--- src/rtl/chip8_program_loader_if.sv ---
`timescale 1ns/1ps
// Byte stream in (valid/ready) and registered memory write port out of the CHIP-8 program loader.
// master = stream source / memory sink side, slave = loader side.
interface chip8_program_loader_if #(
    parameter int ADDR_W = 12
);
    logic [7:0]        in_data;
    logic              in_valid;
    logic              in_ready;
    logic              mem_we;
    logic [ADDR_W-1:0] mem_addr;
    logic [7:0]        mem_wdata;

    modport master (
        output in_data, in_valid,
        input  in_ready, mem_we, mem_addr, mem_wdata
    );

    modport slave (
        input  in_data, in_valid,
        output in_ready, mem_we, mem_addr, mem_wdata
    );
endinterface

--- src/rtl/chip8_program_loader.sv ---
`timescale 1ns/1ps
// Loads a length-prefixed byte stream into CHIP-8 memory from LOAD_BASE; optional LOADER_CHECKSUM_EN adds a trailing sum byte.
// Latency: byte handshake to mem_we is 1 cycle, one byte per cycle sustained.
// Backpressure: in_ready only in header/payload/checksum states and never in a start cycle.
module chip8_program_loader #(
    parameter int              ADDR_W    = 12,
    parameter logic [ADDR_W-1:0] LOAD_BASE = 12'h200,
    parameter int              MEM_BYTES = 4096
) (
    input  logic                   clk,
    input  logic                   rst_n,
    input  logic                   start,
    chip8_program_loader_if.slave  bus,
    output logic                   busy,
    output logic                   done,
    output logic                   error,
    output logic [12:0]            byte_count
);

    localparam logic [15:0] MAX_LEN = 16'(MEM_BYTES - int'(LOAD_BASE));

`ifdef LOADER_CHECKSUM_EN
    typedef enum logic [2:0] {
        IDLE, LEN_HI, LEN_LO, DATA, CSUM, DONE, ERROR
    } state_t;
    localparam state_t AFTER_PAYLOAD = CSUM;
`else
    typedef enum logic [2:0] {
        IDLE, LEN_HI, LEN_LO, DATA, DONE, ERROR
    } state_t;
    localparam state_t AFTER_PAYLOAD = DONE;
`endif

    state_t      state_q, state_d;
    logic [15:0] len_q;
    logic [15:0] len_full;
    logic        hs;
    logic        last_byte;
`ifdef LOADER_CHECKSUM_EN
    logic [7:0]  sum_q;
`endif

    assign hs = bus.in_valid && bus.in_ready;

    always_ff @(posedge clk or negedge rst_n) begin
        if (!rst_n) begin
            state_q <= IDLE;
        end else begin
            state_q <= state_d;
        end
    end

    always_comb begin
        state_d      = state_q;
        bus.in_ready = 1'b0;
        busy         = 1'b0;
        done         = (state_q == DONE);
        error        = (state_q == ERROR);
        len_full     = {len_q[15:8], bus.in_data};
        last_byte    = (({3'b000, byte_count} + 16'd1) == len_q);

        case (state_q)
            LEN_HI, LEN_LO, DATA: busy = 1'b1;
`ifdef LOADER_CHECKSUM_EN
            CSUM:                 busy = 1'b1;
`endif
            default:              busy = 1'b0;
        endcase
        bus.in_ready = busy && !start;

        if (start) begin
            state_d = LEN_HI;
        end else begin
            case (state_q)
                LEN_HI: if (hs) state_d = LEN_LO;
                LEN_LO: begin
                    // Oversize lengths are rejected here so the write address can never pass the top of memory.
                    if (hs) begin
                        if (len_full == 16'd0)       state_d = AFTER_PAYLOAD;
                        else if (len_full > MAX_LEN) state_d = ERROR;
                        else                         state_d = DATA;
                    end
                end
                DATA: if (hs && last_byte) state_d = AFTER_PAYLOAD;
`ifdef LOADER_CHECKSUM_EN
                CSUM: if (hs) state_d = (bus.in_data == sum_q) ? DONE : ERROR;
`endif
                default: state_d = state_q;
            endcase
        end
    end

    always_ff @(posedge clk or negedge rst_n) begin
        if (!rst_n) begin
            len_q         <= 16'd0;
            byte_count    <= 13'd0;
            bus.mem_we    <= 1'b0;
            bus.mem_addr  <= LOAD_BASE;
            bus.mem_wdata <= 8'd0;
`ifdef LOADER_CHECKSUM_EN
            sum_q         <= 8'd0;
`endif
        end else begin
            bus.mem_we <= 1'b0;
            if (start) begin
                len_q      <= 16'd0;
                byte_count <= 13'd0;
`ifdef LOADER_CHECKSUM_EN
                sum_q      <= 8'd0;
`endif
            end else if (hs) begin
                case (state_q)
                    LEN_HI: len_q[15:8] <= bus.in_data;
                    LEN_LO: len_q[7:0]  <= bus.in_data;
                    DATA: begin
                        bus.mem_we    <= 1'b1;
                        bus.mem_addr  <= LOAD_BASE + byte_count[ADDR_W-1:0];
                        bus.mem_wdata <= bus.in_data;
                        byte_count    <= byte_count + 13'd1;
`ifdef LOADER_CHECKSUM_EN
                        sum_q         <= sum_q + bus.in_data;
`endif
                    end
                    default: ;
                endcase
            end
        end
    end

endmodule

--- src/flat_wrapper.sv ---
// flat-port wrapper written by rule: the top's interface ports become plain ports
module chip8_program_loader_flat 
#(
    parameter int              ADDR_W    = 12,
    parameter logic [ADDR_W-1:0] LOAD_BASE = 12'h200,
    parameter int              MEM_BYTES = 4096
)
  (clk, rst_n, start, busy, done, error, byte_count, bus_in_data, bus_in_valid, bus_in_ready, bus_mem_we, bus_mem_addr, bus_mem_wdata);
  chip8_program_loader_if #(.ADDR_W(ADDR_W)) bus_i ();
  input  logic clk;
  input  logic rst_n;
  input  logic start;
  output logic busy;
  output logic done;
  output logic error;
  output logic [12:0] byte_count;
  input wire logic [$bits(bus_i.in_data)-1:0] bus_in_data;
  input wire logic [$bits(bus_i.in_valid)-1:0] bus_in_valid;
  output wire logic [$bits(bus_i.in_ready)-1:0] bus_in_ready;
  output wire logic [$bits(bus_i.mem_we)-1:0] bus_mem_we;
  output wire logic [$bits(bus_i.mem_addr)-1:0] bus_mem_addr;
  output wire logic [$bits(bus_i.mem_wdata)-1:0] bus_mem_wdata;
  assign bus_i.in_data = bus_in_data;
  assign bus_i.in_valid = bus_in_valid;
  assign bus_in_ready = bus_i.in_ready;
  assign bus_mem_we = bus_i.mem_we;
  assign bus_mem_addr = bus_i.mem_addr;
  assign bus_mem_wdata = bus_i.mem_wdata;
  chip8_program_loader #(.ADDR_W(ADDR_W), .LOAD_BASE(LOAD_BASE), .MEM_BYTES(MEM_BYTES)) u_core (.clk(clk), .rst_n(rst_n), .start(start), .bus(bus_i), .busy(busy), .done(done), .error(error), .byte_count(byte_count));
endmodule
--- config.mk ---
export PLATFORM = sky130hd
export DESIGN_NAME = chip8_program_loader_flat
export DESIGN_NICKNAME = d
export VERILOG_FILES = /design/src/rtl/chip8_program_loader_if.sv /design/src/rtl/chip8_program_loader.sv /design/src/flat_wrapper.sv
export SDC_FILE = /design/constraint.sdc
export NUM_CORES = 1
export LEC_CHECK = 0
export ABC_AREA = 1
export CAP_MARGIN = 25
export CELL_PAD_IN_SITES_DETAIL_PLACEMENT = 1
export CELL_PAD_IN_SITES_GLOBAL_PLACEMENT = 2
export CORE_MARGIN = 5
export CORE_UTILIZATION = 30
export CTS_BUF_LIST = sky130_fd_sc_hd__clkbuf_16
export DETAILED_ROUTE_END_ITERATION = 8
export PLACE_DENSITY_LB_ADDON = 0.1
export SYNTH_ARGS = -nofsm -noshare
export SYNTH_HDL_FRONTEND = slang
export SYNTH_SLANG_ARGS = --single-unit
--- constraint.sdc ---
create_clock -name clk -period 2.2 [get_ports clk]
set_input_delay 0.44 -clock clk [delete_from_list [all_inputs] [get_ports clk]]
set_output_delay 0.44 -clock clk [all_outputs]
set_load 0.05 [all_outputs]
After elaboration in Yosys (flattened, before gate mapping)
Index checks and enable logic that the tools add are counted.
{"block": "totals", "rom_bits": 0, "latchBits": 0, "regBits": 53, "memories": 0, "ramBits": 0, "wordCells": 55}
{"block": "op_classes", "muxes": 18, "n_eq_ne": 9, "mul": 0, "bitwise": 1, "div_mod_pow": 0, "n_shift": 0, "add_sub_neg": 3, "order_cmp": 1, "reduce_logical": 16}
{"operator": "13-bit 2-to-1 mux", "count": 3}
{"operator": "16-bit 2-to-1 mux", "count": 2}
{"operator": "3-bit 2-to-1 mux", "count": 6}
{"operator": "16-bit equality test", "count": 1}
{"operator": "16-bit by 12-bit > comparator with 1-bit output, second input constant", "count": 1}
{"operator": "16-bit zero test", "count": 1}
{"operator": "8-bit 2-to-1 mux", "count": 2}
{"operator": "13-bit by 1-bit adder with 14-bit output, second input constant", "count": 1}
{"operator": "13-bit by 1-bit adder with 13-bit output, second input constant", "count": 1}
{"operator": "10-bit by 12-bit adder with 12-bit output, first input constant", "count": 1}
{"operator": "3-bit by 2-bit inequality test with 1-bit output, second input constant", "count": 3}
{"operator": "3-bit one-hot mux with 3 select lines", "count": 1}
{"operator": "2-bit nonzero test", "count": 4}
{"operator": "3-bit by 2-bit equality test with 1-bit output, second input constant", "count": 2}
{"operator": "3-bit equality test, second input constant", "count": 2}
{"operator": "2-bit AND reduction", "count": 3}
{"operator": "1-bit 2-to-1 mux", "count": 4}
{"operator": "4-bit AND reduction", "count": 1}
{"operator": "4-bit nonzero test", "count": 1}
{"operator": "3-bit by 1-bit equality test with 1-bit output, second input constant", "count": 1}
{"operator": "1-bit logical AND", "count": 3}
{"operator": "3-bit AND reduction", "count": 1}
{"operator": "3-bit OR reduction", "count": 1}
{"operator": "1-bit zero test", "count": 1}
{"operator": "1-bit NOT", "count": 1}

Longest topological paths before layout
Gate-level depths: netlist of the first run.
{"block": "depth", "depth_word": 9, "ltp_mapped": 16, "ltp_nobuf": 16}

Worst setup path after synthesis of the first run
No wires, ideal clock.
{"block": "synth_path", "path_type": "reg2reg", "startpoint": "reg u_core.byte_count[0]", "endpoint": "reg u_core.state_q[2]", "stages_incl_launch_ff": 17, "arrival_ns": 2.037, "synth_period_minus_slack_ns": 2.154, "n_path_buf": 0, "slack_ns": 0.046, "path_cell_list": "dfrtp_1 ha_1 nand2_1 nor2_4 nand2_1 nand2_1 nand2_1 nand2_1 nand2_1 nor2_1 nand2_1 nor2_1 nand2_1 nand2_2 nand2_2 nand2_1 nand2_1"}
{"block": "synth_between", "elab_chain_len": 5}
{"element": "from (decl)", "line": "chip8_program_loader.sv:17", "text": "output logic [12:0] byte_count"}
{"element": "from (signal assigned)", "line": "chip8_program_loader.sv:119", "text": "byte_count <= byte_count + 13'd1;"}
{"element": "13-bit by 1-bit adder with 14-bit output", "line": "chip8_program_loader.sv:60", "text": "last_byte = (({3'b000, byte_count} + 16'd1) == len_q);"}
{"element": "16-bit equality test", "line": "chip8_program_loader.sv:60"}
{"element": "1-bit logical AND", "line": "chip8_program_loader.sv:84", "text": "DATA: if (hs && last_byte) state_d = AFTER_PAYLOAD;"}
{"element": "3-bit by 2-bit inequality test with 1-bit output (no line)"}
{"element": "4-bit AND reduction (no line)"}
{"element": "to (signal assigned)", "line": "chip8_program_loader.sv:49", "text": "state_q <= state_d;"}
{"element": "to (decl)", "line": "chip8_program_loader.sv:34", "text": "state_t state_q, state_d;"}
Every way passes these cells.
A chain may end at the register's enable or synchronous reset.

Worst setup path after layout of the first run
{"block": "layout_path", "startpoint": "reg u_core.bus.mem_addr[9]", "endpoint": "out bus_mem_addr[9]"}
{"element": "from (decl)", "line": "chip8_program_loader_if.sv:21", "text": "output in_ready, mem_we, mem_addr, mem_wdata"}
{"element": "from (signal assigned)", "line": "chip8_program_loader.sv:117", "text": "bus.mem_addr <= LOAD_BASE + byte_count[ADDR_W-1:0];"}
{"element": "to (decl)", "line": "flat_wrapper.sv:21", "text": "output wire logic [$bits(bus_i.mem_addr)-1:0] bus_mem_addr;"}
No word-level cell between the ends.

==> run_results.csv, run 1 <==
group,metric,value,unit
floorplan,die-width,107,microns
clock_tree,cts_tree,"yes",
placement,hpwl,6.73,mm
drt,postRouteAntennaNets,0,
drt,drtIter0Drc,54,
setup_path,cp.arrival,1.62,ns
clock_tree,path_clk_slew,0.07,ns
sta,setup_viol,0,
floorplan,core_area,0.00915,sq mm
worst_hold_path,hold_path_class,"input port to asynchronous set/reset pin",
run,drv_cap,0,
final_layout,area_growth,32.3,%
setup_path,cp.depth,1,
setup_path,critical-path-top-delay-family,"buffers and inverters",
synthesis,ys_warn_count,0,
sta,drv_slew,0,
global_routing,grt_max_degree,37,
placement,io_buffers,49,
drt,vias,2572,
sta,whs,0.0900,ns
clock_tree,insertion_delay,0.29,ns
setup_path,end_kind,"output port",
power_and_ir_drop,ir_worst_vdd,0.000485,V
global_routing,grtUsageTotal,16.1,%
clock_tree,cts_hold_buffers,0,
setup_path,cpMaxStageDelayCell,"clkdlybuf4s50_1",
clock_tree,cts_max_level,2,
floorplan,fp.dieArea,0.0113,sq mm
clock_tree,cts-root-buf,"clkbuf_16",
final_layout,final_common_cell,"nand2_1",
drt,vias_per_cell,4.76,
synthesis,synth_area_per_cell,7.57,sq um
drt,drc,0,
sta,timing.fmax,485,MHz
status,status,"complete, no violations",
setup_path,path_cells,"clkdlybuf4s50_1",
final_layout,final_cell_mix,"112 x nand2_1, 50 x dfrtp_1, 48 x inv_1",
sta,setup_slack,0.139,ns
sta,worstMarginPinSlew,0.507,ns
placement,dpl_cell_area,0.00349,sq mm
floorplan,io_pins,50,
power_and_ir_drop,leakagePower,1.69,nW
drt,drt_pass1_iterations,4,
setup_path,required,1.76,ns
synthesis,synth_area,0.00279,sq mm
synthesis,syn_nets,383,
global_routing,grt_pass1_vias,2855,
sta,slew_headroom,66.1,%
sta,hold_viol,0,
synthesis,ys_seq_area_share,47.5,%
final_layout,fin_cells,540,
synthesis,synthDistinctLibCells,28,
setup_path,critPathBufInv,1,
sta,period_needed,2.06,ns
sta,fin_crit_sh,93.7,%
drt,drt-total-wl,8.51,mm
clock_tree,cts_sinks,53,
synthesis,syn_inst,369,
placement,dp_slack,0.0808,ns
clock_tree,numCtsBuffers,5,
placement,gp_congestion,0.783,
floorplan,die_h,107,microns
setup_path,critPathKind,"flop to output port",
floorplan,rows,35,
final_layout,drive_gt1_share,11.7,%
final_layout,antenna-diode-count,0,
sta,rsz0062_at_grt,"false",
global_routing,antenna_found_initial,0,
drt,post_drt_wl_per_cell,15.8,microns
floorplan,start_util,30.5,%
clock_tree,clockBufferDepth,2,
setup_path,startpoint_type,"flop",
sta,fin_tns_setup,0,ns
global_routing,grt_overflow_total,0,
setup_path,ff2ff_path_depth,16,
final_layout,nets,442,
placement,place_inst,532,
setup_path,crit_fanout,2,
sta,fin_skew,0.00333,ns
final_layout,fin_area,0.00370,sq mm
global_routing,grt_pass1_wl,14.6,mm
synthesis,ys_ff_latch,53,
power_and_ir_drop,powerDensity,984,mW/mm^2
setup_path,slowest_delay,0.80,ns
setup_path,reg2reg_setup_slack,0.21,ns
==> cells by family (layout without fill, tap and decap cells) <==
logic type / Yosys count / count (layout) / share of synthesized area (%)
muxes: 4 / 4 / 1.61
DFF: 53 / 53 / 47.5
buffers and inverters: 59 / 119 / 8.24
and+or+nand+nor: 198 / 198 / 30.9
AOI/OAI and AO/OA: 50 / 50 / 9.90
adders and majority gates: 2 / 2 / 0.896
xor gates and xnor gates: 3 / 3 / 0.941
==> repair_timing <==
action                     in CTS  in global routing
setup endpoints to repair       0                  3
setup buffers                   0                  0
resized for setup               0                  6
==> state kept, by name, summed over array words and instances (netlist names) <==
signal / cells
u_core.byte_count: 13
u_core.bus.mem_we: 1
u_core.state_q: 3
u_core.bus.mem_wdata: 8
u_core.bus.mem_addr: 12
u_core.len_q: 16
==> area by class of cell <==
type,count,area (sq um)
Sequential cell,53,1330
Timing Repair Buffer,62,608
Clock inverter,3,65.1
Multi-Input combinational cell,257,1250
Fill cell,1126,5460
Tap cell,111,139
Clock buffer,5,125
Inverter,49,184
==> final timing paths <==
| kind | to | start |
|---|---|---|
| setup / recovery | bus_mem_addr[9] | u_core.bus.mem_addr[9] |
| hold / removal | u_core.bus.mem_addr[3] | rst_n |
| setup reg to reg | u_core.state_q[2] | u_core.byte_count[1] |
| hold reg to reg | u_core.bus.mem_addr[10] | u_core.bus.mem_addr[10] |
| max in group asynchronous | u_core.bus.mem_addr[9] | rst_n |
| min in group clk | u_core.bus.mem_addr[10] | u_core.bus.mem_addr[10] |
==> stage by stage <==
step / power [mW] / utilization [%]
2_1_floorplan: 2.15 / -
3_3_place_gp: 2.64 / 38.2
3_5_place_dp: 2.65 / 38.2
4_1_cts: 3.68 / 40.3
5_1_grt: 3.83 / 40.4
6_report: 3.64 / 40.4
==> routing by layer <==
layer / vias up / wire length [microns] / part of all wire, % / GRT usage, %
li1: 1293 / - / - / -
met1: 1228 / 4120 / 48 / 21.2
met2: 45 / 4030 / 47 / 27.9
met3: 6 / 276 / 3.2 / 2.73
met4: 0 / 77 / 0.91 / 3.47
met5: - / 0 / 0 / 0
==> synthesized netlist by cell type <==
master,count,share of area [%]
buf_2,4,0.72
o21a_1,1,0.27
nor2_1,32,4.3
and2_1,1,0.22
nand3b_1,1,0.27
nor2_2,4,0.90
or2_2,1,0.22
mux2_2,4,1.6
clkinv_1,1,0.13
inv_1,48,6.4
nor3_1,3,0.54
ha_1,2,0.90
o41ai_2,1,0.58
a21oi_1,1,0.18
nand2_1,112,15
nand2_2,3,0.67
nand4_1,7,1.6
dfrtp_1,52,47
nand3_2,2,0.72
nor2_4,3,1.2
buf_4,1,0.27
o21ai_0,37,6.6
dfstp_2,1,0.94
o22ai_1,10,2.2
xnor2_1,3,0.94
nand3_1,28,5.0
clkbuf_1,5,0.67
nor4_1,1,0.22
==> power breakdown <==
group          total (mW)  internal (mW)  switching [mW]
Clock                1.02          0.651           0.367
Sequential           1.28           1.15           0.131
Combinational        1.34          0.444           0.899
(Power assumes the default switching activity.)
==> run 2: changes to the inputs <==
Settings changed: GPL_ROUTABILITY_DRIVEN set to 0.
==> results of run 2 <==
Same layout as run 1: the final DEF is identical, and so are final timing and power.
